<file path="config.mk">
export PLATFORM = sky130hd
export DESIGN_NAME = mcast_rsp_join
export DESIGN_NICKNAME = d
export VERILOG_FILES = /design/src/rtl/floo_pkg.sv /design/src/rtl/fifo_v3.sv /design/src/rtl/mcast_rsp_join.sv
export SDC_FILE = /design/constraint.sdc
export NUM_CORES = 1
export LEC_CHECK = 0
export ABC_AREA = 0
export BUFFER_PORTS_ARGS = -buffer_cell sky130_fd_sc_hd__buf_4
export CORE_ASPECT_RATIO = 0.6
export CORE_MARGIN = 2
export CORE_UTILIZATION = 50
export DETAILED_ROUTE_END_ITERATION = 12
export PLACE_DENSITY = 0.82
export SLEW_MARGIN = 20
export SYNTH_ARGS = -nofsm -noshare
export SYNTH_HDL_FRONTEND = slang
export SYNTH_SLANG_ARGS = --single-unit
</file>
<file path="constraint.sdc">
create_clock -name clk_i -period 7.9 [get_ports clk_i]
set_input_delay 1.58 -clock clk_i [delete_from_list [all_inputs] [get_ports clk_i]]
set_output_delay 1.58 -clock clk_i [all_outputs]
set_load 0.01 [all_outputs]
</file>
<file path="src/rtl/floo_pkg.sv">
// Response encodings, merge priority and join FSM states shared by the multicast response join.
package floo_pkg;

  localparam logic [1:0] RespOkay   = 2'd0;
  localparam logic [1:0] RespExOkay = 2'd1;
  localparam logic [1:0] RespSlvErr = 2'd2;
  localparam logic [1:0] RespDecErr = 2'd3;

  typedef enum logic [1:0] {
    JoinIdle    = 2'd0,
    JoinCollect = 2'd1,
    JoinEmit    = 2'd2
  } join_state_e;

  // Severity rank: EXOKAY lowest so it survives only when every response is EXOKAY.
  function automatic logic [1:0] resp_rank(input logic [1:0] r);
    logic [1:0] rank;
    case (r)
      RespExOkay: rank = 2'd0;
      RespOkay:   rank = 2'd1;
      RespSlvErr: rank = 2'd2;
      default:    rank = 2'd3;
    endcase
    return rank;
  endfunction

  function automatic logic [1:0] resp_merge(input logic [1:0] a, input logic [1:0] b);
    return (resp_rank(a) >= resp_rank(b)) ? a : b;
  endfunction

endpackage

</file>
<file path="src/rtl/fifo_v3.sv">
// Generic FIFO: push ignored when full, pop ignored when empty; data_o shows the head
// combinationally (zero read latency), pointers wrap modulo DEPTH (power of two).
module fifo_v3 #(
  parameter int unsigned DATA_WIDTH = 4,
  parameter int unsigned DEPTH      = 4
) (
  input  logic                         clk_i,
  input  logic                         rst_i,
  input  logic                         push_i,
  input  logic                         pop_i,
  input  logic [DATA_WIDTH-1:0]        data_i,
  output logic [DATA_WIDTH-1:0]        data_o,
  output logic                         full_o,
  output logic                         empty_o,
  output logic [$clog2(DEPTH):0]       usage_o
);

  localparam int unsigned AW = $clog2(DEPTH);

  logic [DATA_WIDTH-1:0] mem_q [DEPTH];
  logic [DATA_WIDTH-1:0] mem_d [DEPTH];
  logic [AW-1:0]         wptr_q, wptr_d, rptr_q, rptr_d;
  logic [AW:0]           usage_q, usage_d;
  logic                  do_push, do_pop;

  assign full_o  = (usage_q == (AW+1)'(DEPTH));
  assign empty_o = (usage_q == '0);
  assign usage_o = usage_q;
  assign data_o  = mem_q[rptr_q];
  assign do_push = push_i && !full_o;
  assign do_pop  = pop_i && !empty_o;

  always_comb begin
    mem_d   = mem_q;
    wptr_d  = wptr_q;
    rptr_d  = rptr_q;
    usage_d = usage_q;
    if (do_push) begin
      mem_d[wptr_q] = data_i;
      wptr_d        = wptr_q + 1'b1;
    end
    if (do_pop) begin
      rptr_d = rptr_q + 1'b1;
    end
    case ({do_push, do_pop})
      2'b10:   usage_d = usage_q + 1'b1;
      2'b01:   usage_d = usage_q - 1'b1;
      default: usage_d = usage_q;
    endcase
  end

  always_ff @(posedge clk_i or posedge rst_i) begin
    if (rst_i) begin
      wptr_q  <= '0;
      rptr_q  <= '0;
      usage_q <= '0;
    end else begin
      wptr_q  <= wptr_d;
      rptr_q  <= rptr_d;
      usage_q <= usage_d;
    end
  end

  // Storage needs no reset: it is only observed through valid entries.
  always_ff @(posedge clk_i) begin
    mem_q <= mem_d;
  end

endmodule

</file>
<file path="src/rtl/mcast_rsp_join.sv">
// Joins per-destination responses of in-order multicasts into one merged response;
// output valid one cycle after the last response, held until out_ready_i; req_ready_o drops only when the queue is full.
module mcast_rsp_join
  import floo_pkg::*;
#(
  parameter int unsigned NumDst         = 4,
  parameter int unsigned MaxOutstanding = 4
) (
  input  logic                                  clk_i,
  input  logic                                  rst_i,
  input  logic                                  req_valid_i,
  output logic                                  req_ready_o,
  input  logic [NumDst-1:0]                     req_mask_i,
  input  logic [NumDst-1:0]                     rsp_valid_i,
  output logic [NumDst-1:0]                     rsp_ready_o,
  input  logic [NumDst-1:0][1:0]                rsp_resp_i,
  output logic                                  out_valid_o,
  input  logic                                  out_ready_i,
  output logic [1:0]                            out_resp_o,
  output logic [NumDst-1:0]                     out_mask_o,
  output logic [$clog2(MaxOutstanding):0]       outstanding_o
);

  localparam int unsigned CntW = $clog2(MaxOutstanding) + 1;

  join_state_e       state_q, state_d;
  logic [NumDst-1:0] collected_q, collected_d;
  logic [1:0]        acc_q, acc_d;
  logic [NumDst-1:0] head_mask, rsp_hs;
  logic [1:0]        merged;
  logic              q_full, q_empty, q_push, q_pop;
  logic [CntW-1:0]   q_usage;

  assign req_ready_o   = !q_full;
  assign q_push        = req_valid_i && !q_full && (req_mask_i != '0);
  assign outstanding_o = q_usage;

  fifo_v3 #(
    .DATA_WIDTH(NumDst),
    .DEPTH     (MaxOutstanding)
  ) i_mask_fifo (
    .clk_i  (clk_i),
    .rst_i  (rst_i),
    .push_i (q_push),
    .pop_i  (q_pop),
    .data_i (req_mask_i),
    .data_o (head_mask),
    .full_o (q_full),
    .empty_o(q_empty),
    .usage_o(q_usage)
  );

  always_comb begin
    state_d     = state_q;
    collected_d = collected_q;
    acc_d       = acc_q;
    rsp_ready_o = '0;
    rsp_hs      = '0;
    merged      = acc_q;
    out_valid_o = 1'b0;
    out_resp_o  = '0;
    out_mask_o  = '0;
    q_pop       = 1'b0;
    case (state_q)
      JoinIdle: begin
        if (!q_empty) state_d = JoinCollect;
      end
      JoinCollect: begin
        rsp_ready_o = head_mask & ~collected_q;
        rsp_hs      = rsp_valid_i & rsp_ready_o;
        // Nothing collected yet: start from the weakest response so EXOKAY can survive.
        merged      = (collected_q == '0) ? RespExOkay : acc_q;
        for (int i = 0; i < int'(NumDst); i++) begin
          if (rsp_hs[i]) merged = resp_merge(merged, rsp_resp_i[i]);
        end
        acc_d       = merged;
        collected_d = collected_q | rsp_hs;
        if (collected_d == head_mask) state_d = JoinEmit;
      end
      JoinEmit: begin
        out_valid_o = 1'b1;
        out_resp_o  = acc_q;
        out_mask_o  = head_mask;
        if (out_ready_i) begin
          q_pop       = 1'b1;
          collected_d = '0;
          acc_d       = '0;
          state_d     = ((q_usage > CntW'(1)) || q_push) ? JoinCollect : JoinIdle;
        end
      end
      default: state_d = JoinIdle;
    endcase
  end

  always_ff @(posedge clk_i or posedge rst_i) begin
    if (rst_i) begin
      state_q     <= JoinIdle;
      collected_q <= '0;
      acc_q       <= '0;
    end else begin
      state_q     <= state_d;
      collected_q <= collected_d;
      acc_q       <= acc_d;
    end
  end

endmodule

</file>
# ---- Word-level counts from Yosys, hierarchy flattened
# Cells that the tools add are included.
dict set report word_totals {
  regBits 31
  output_inout_bits 15
}
dict set report op_classes {
  bitwise_logic 6
  reduce_logical 24
  n_eq_ne 25
  mux 58
  n_lt_le_gt_ge 8
  add_sub_neg 4
}
# operator n
set op_table {}
lappend op_table {{$mux 2} 33}
lappend op_table {{$pmux 2 s3} 9}
lappend op_table {{$mux 4} 6}
lappend op_table {{$eq 2x1->1 const B} 10}
lappend op_table {{$eq 2x2->1 const B} 10}
lappend op_table {{$logic_not 2->1} 9}
lappend op_table {{$bwmux 16} 1}
lappend op_table {{$and 4x4->4} 2}
lappend op_table {{$bmux 4 s2} 1}
lappend op_table {{$demux 4 s2} 1}
lappend op_table {{$ge 2x2->1} 4}
lappend op_table {{$pmux 4 s2} 1}
lappend op_table {{$ge 3x3->1 const B} 2}
lappend op_table {{$ne 2x2->1 const B} 3}
lappend op_table {{$not 2->3} 2}
lappend op_table {{$pmux 3 s2} 1}
lappend op_table {{$logic_and 1x1->1} 5}
lappend op_table {{$add 2x1->2 const B} 2}
lappend op_table {{$eq 4x4->1} 1}
lappend op_table {{$logic_not 4->1} 1}
lappend op_table {{$mux 1} 4}
lappend op_table {{$not 4->4} 1}
lappend op_table {{$or 4x4->4} 1}
lappend op_table {{$pmux 2 s2} 1}
lappend op_table {{12 further kinds} 14}

# ---- Depth between registers and ports, before layout
dict set report logic_depth {
  word_depth 36
  depth_mapped 28
  depth_no_buf 28
}

# ---- By module
# A second synthesis with hierarchy kept.
dict set report hier_totals {
  cells_unflattened 192
  hier_area_um2 2172.1
}
# module area_per_inst_um2 instances cells_per_inst seq_area_each_um2
set modules_own_cells {}
lappend modules_own_cells {mcast_rsp_join 1151.1 1 133 200.2}
lappend modules_own_cells {fifo_v3 1021.0 1 59 655.6}

# ---- Least setup slack after synthesis
# Ideal clock, no wire load.
dict set report synth_timing {
  kind {input to register}
  start {input port rsp_resp_i[0] in the netlist's numbering}
  end {register acc_q[0]}
  setup_slack_ns 1.319
  arrival_time_ns 6.447
  required_ns 7.766
  setup_time_ns 0.134
  cell_stages 28
  n_path_buf 0
  cell_sequence {inv_1 ha_1 ha_1 nand2b_1 a211o_1 or2_2 o21bai_1 xnor2_1 ha_1 nor2b_1 o211ai_4 o31a_4 a21oi_1 xnor2_1 ha_1 nor2b_1 o211ai_2 o21ai_0 a21oi_2 or2_1 ha_1 or2_2 ha_1 inv_1 o2111ai_1 nor3_1 a31oi_1 o31ai_2}
}
dict set report synth_via {
  elab_chain_len 32
  elab_cells_between_ends 40
}
# element line_no
set synth_lines {}
lappend synth_lines {{start: declaration} mcast_rsp_join.sv:16} ;# input logic [NumDst-1:0][1:0] rsp_resp_i,
lappend synth_lines {{$eq 2x2->1, or another cell as far along} floo_pkg.sv:18} ;# case (r)
lappend synth_lines {{$pmux 2 s3} floo_pkg.sv:18}
lappend synth_lines {{$mux 2} mcast_rsp_join.sv:74} ;# if (rsp_hs[i]) merged = resp_merge(merged, rsp_resp_i[i]);
lappend synth_lines {{$mux 2} mcast_rsp_join.sv:64} ;# case (state_q)
lappend synth_lines {{$ge 2x2->1} floo_pkg.sv:28} ;# return (resp_rank(a) >= resp_rank(b)) ? a : b;
lappend synth_lines {{$mux 2 *} floo_pkg.sv:28}
lappend synth_lines {{$mux 2 *} mcast_rsp_join.sv:74}
lappend synth_lines {{$mux 2 *} mcast_rsp_join.sv:64}
lappend synth_lines {{[... 16 more ...]} --}
lappend synth_lines {{$eq 2x2->1, or another cell as far along} floo_pkg.sv:18}
lappend synth_lines {{$pmux 2 s3} floo_pkg.sv:18}
lappend synth_lines {{$mux 2} mcast_rsp_join.sv:74}
lappend synth_lines {{$mux 2} mcast_rsp_join.sv:64}
lappend synth_lines {{$ge 2x2->1} floo_pkg.sv:28}
lappend synth_lines {{$mux 2} floo_pkg.sv:28}
lappend synth_lines {{$mux 2 *} mcast_rsp_join.sv:74}
lappend synth_lines {{$pmux 2 s2 *} mcast_rsp_join.sv:64}
lappend synth_lines {{end signal: assignment} mcast_rsp_join.sv:99} ;# acc_q <= '0;
lappend synth_lines {{end signal: assignment} mcast_rsp_join.sv:103} ;# acc_q <= acc_d;
lappend synth_lines {{end: declaration} mcast_rsp_join.sv:28} ;# logic [1:0] acc_q, acc_d;
# Every way passes the cells marked *; elsewhere a longest branch is shown, timed or not. The select of a mux whose other input is x is not followed.
# A chain may end at the register's enable or synchronous reset.

# ---- Worst setup path after layout
# Same ends and word-level chain as after synthesis.

==> reports/qor.txt <==
CP bufs+invs: 3
Least-Margin Pin Slew: 597 ps
Number of port buffers: 34
Pwr Density: 337 mW/mm²
Vias in the first global route: 1,490
Io pins: 35
Min-Delay Endpoint: i_mask_fifo.usage_o[1]
Cell variety after synth: 45
RSZ-0062 raised after global routing: false
Wire per inst: 15.0 µm
Initial Util: 52.3%
Area contributors post-synth: edfxtp_1, dfrtp_1, ha_1, inv_1, xnor2_1
Net count, final: 282
Die Wd: 88.7 µm
R2r setup slk: 1670 ps
Initial DRC Count: 155
Post-Syn Instances: 198
Seq/Total Area, Yosys: 39.7%
Share of the synthesized area in the top cell type: 22.3%
Clk_lat worst skew: 280 ps
Setup_tns: 0 ps
Post-synth EDFFs: 16
Synth Flop Type: edfxtp_1
Post-Syn Area: 0.00215 mm²
Slowest cell on the critical path: a211o_1
CP required: 8050 ps
R2r endpoint: acc_q[0]
Status: complete, no violations
CP startpoint kind: primary input
Worst hold stages: 2
Max-slew violation count: 0
Worst slew margin: 60.2%
Synth warn: 0
Clk buf depth: 2
CTS clock-pin slew for the worst setup and hold paths: 60 ps
Net Count, Synth: 245
Syn Area/Cell: 10.9 µm²
DRT Wirelength: 4.45 mm
Post-synth top cells: ha_1, inv_1, nor2_1
DRT antenna net count: 0
Reg2Reg Depth: 28
Post-layout min period: 6870 ps
CP Class: in -> reg
RR Startpoint: collected_q[0]
Endpoints failing setup: 0
Drt via density: 5.29
Top-count cell post-synth: ha_1
Maximum fanout along the worst path: 6
Clk root buf: clkbuf_8
# diodes: 0
Final period utilization: 86.9%
Max Clk Rate: 0.146 GHz
Gr usage total: 21.0%
Hold_sp: i_mask_fifo.usage_o[1]
Pre-Repair DR Iteration Count: 4
Site Rows: 18
Critical path data arrival time: 7020 ps
# resized after CTS: 0
CTS tree: built
Largest net degree at the start of global routing: 16
Num CTS Buffers: 5
Critical path capture point type: flip-flop
Leakage: 1.18 nW
MaxCap Viol Count: 0
GP Congestion: 0.770
First-pass GRT wire length: 7.39 mm
DIE AREA: 0.00487 mm²
Synth async-reset ratio: 48.4%
Final HPWL DP: 3.56 mm
HP Class: reg -> reg
Final hold vios: 0
CP dominant cell by count: ha_1
FF+latch count, synth: 31
DRC viols: 0
Worst path top cell family by delay: compound AO/OA/AOI/OAI gates
Chip Height: 54.9 µm
Biggest area consumer among synthesized cells: edfxtp_1
H-tree Lvls: 2
Core area: 0.00412 mm²
Initial antenna violation count: 0
Post-CTS Hold Buffers: 0
Max incr delay on CP: 360 ps
Hold WS: 580 ps
Worst IR Drop VDD: 0.162 mV
Clk sinks: 31
Layout cells sized above 1: 23.3%
Grt ovf: 0
P&R area growth vs syn: 19.2%
Clock skew: 6.27 ps
Vias: 1,566
Postcts setup bufs: 0
worst max path at each step:
stage | cells after the start | end | slack (ps) | from
after CTS | 29 | acc_q[0] | 1070 | rsp_resp_i[0]
after floorplan | 28 | acc_q[0] | 1320 | rsp_resp_i[0]
after global placement | 29 | acc_q[0] | 930 | rsp_resp_i[0]
after global routing | 29 | acc_q[1] | 560 | rsp_resp_i[0]
final | 29 | acc_q[0] | 1030 | rsp_resp_i[0]
after detailed placement | 29 | acc_q[0] | 790 | rsp_resp_i[0]
registers in the layout, indices dropped and copies added (netlist names):
| register | cells |
|---|---|
| i_mask_fifo.rptr_q | 2 |
| collected_q | 4 |
| i_mask_fifo.usage_o | 3 |
| acc_q | 2 |
| i_mask_fifo.mem_q | 16 |
| state_q | 2 |
| i_mask_fifo.wptr_q | 2 |
stage by stage:
step	worst slack (ps)	util (%)	instances	area [µm²]	total power [mW]
final	1030	62.3	296	2570	0.866
after global routing	557	62.3	296	2570	0.950
after CTS	1070	62.3	296	2570	0.872
after detailed placement	789	59.7	288	2460	0.717
after global placement	933	59.7	288	2460	0.696
after floorplan	1320	-	198	2150	0.601
layout by cell type (no fill, tap or decap), types with 2 or more instances in the layout:
cell      instances
clkbuf_8          5
mux2_2            2
xnor2_1           8
or2_2             2
nor2_1           17
a31oi_1           2
nand2_1           8
a22o_1            4
nor3b_1           4
and2_1           10
a21oi_1           3
dfrtp_1          15
nand2b_1          5
o21a_1            2
o21ai_0          10
edfxtp_1         16
o31ai_2           2
nor2b_1           7
mux2i_1           5
buf_4            34
inv_1            20
ha_1             27
mux4_2            3
clkbuf_1          2
o21ai_1           2
kinds of logic after synthesis:
| logic type | Yosys count | share of synthesized area [%] |
|---|---|---|
| and+or+nand+nor | 60 | 14.8 |
| AOI/OAI and AO/OA | 36 | 13.8 |
| DFF | 31 | 39.7 |
| adders and majority gates | 27 | 15.7 |
| buffers and inverters | 24 | 4.59 |
| muxes | 11 | 7.72 |
| xor gates and xnor gates | 9 | 3.66 |
layout make-up:
type,instances,area (µm²)
Clock buffer,7,76.3
Timing Repair Buffer,34,255
Fill cell,364,1550
Clock inverter,1,30.0
Tap cell,60,75.1
Inverter,20,75.1
Multi-Input combinational cell,143,1200
Sequential cell,31,856
where the power goes:
group | leakage, nW | total [mW] | internal (mW) | switching (mW)
Combinational | 0.808 | 0.428 | 0.205 | 0.224
Clock | 0.0524 | 0.150 | 0.0942 | 0.0562
Sequential | 0.317 | 0.287 | 0.225 | 0.0623
tightest hold or removal path: stages (launching register included):
cell and delay, ps:
dfrtp_1 410, nand2_1 70, o21ai_0 60
routing by layer:
layer	GRT usage, %	wire, µm
met2	30.6	1830
met3	5.13	346
met4	5.30	12
met5	0	0
met1	31.3	2260
Power figures use the tool's default switching activity.
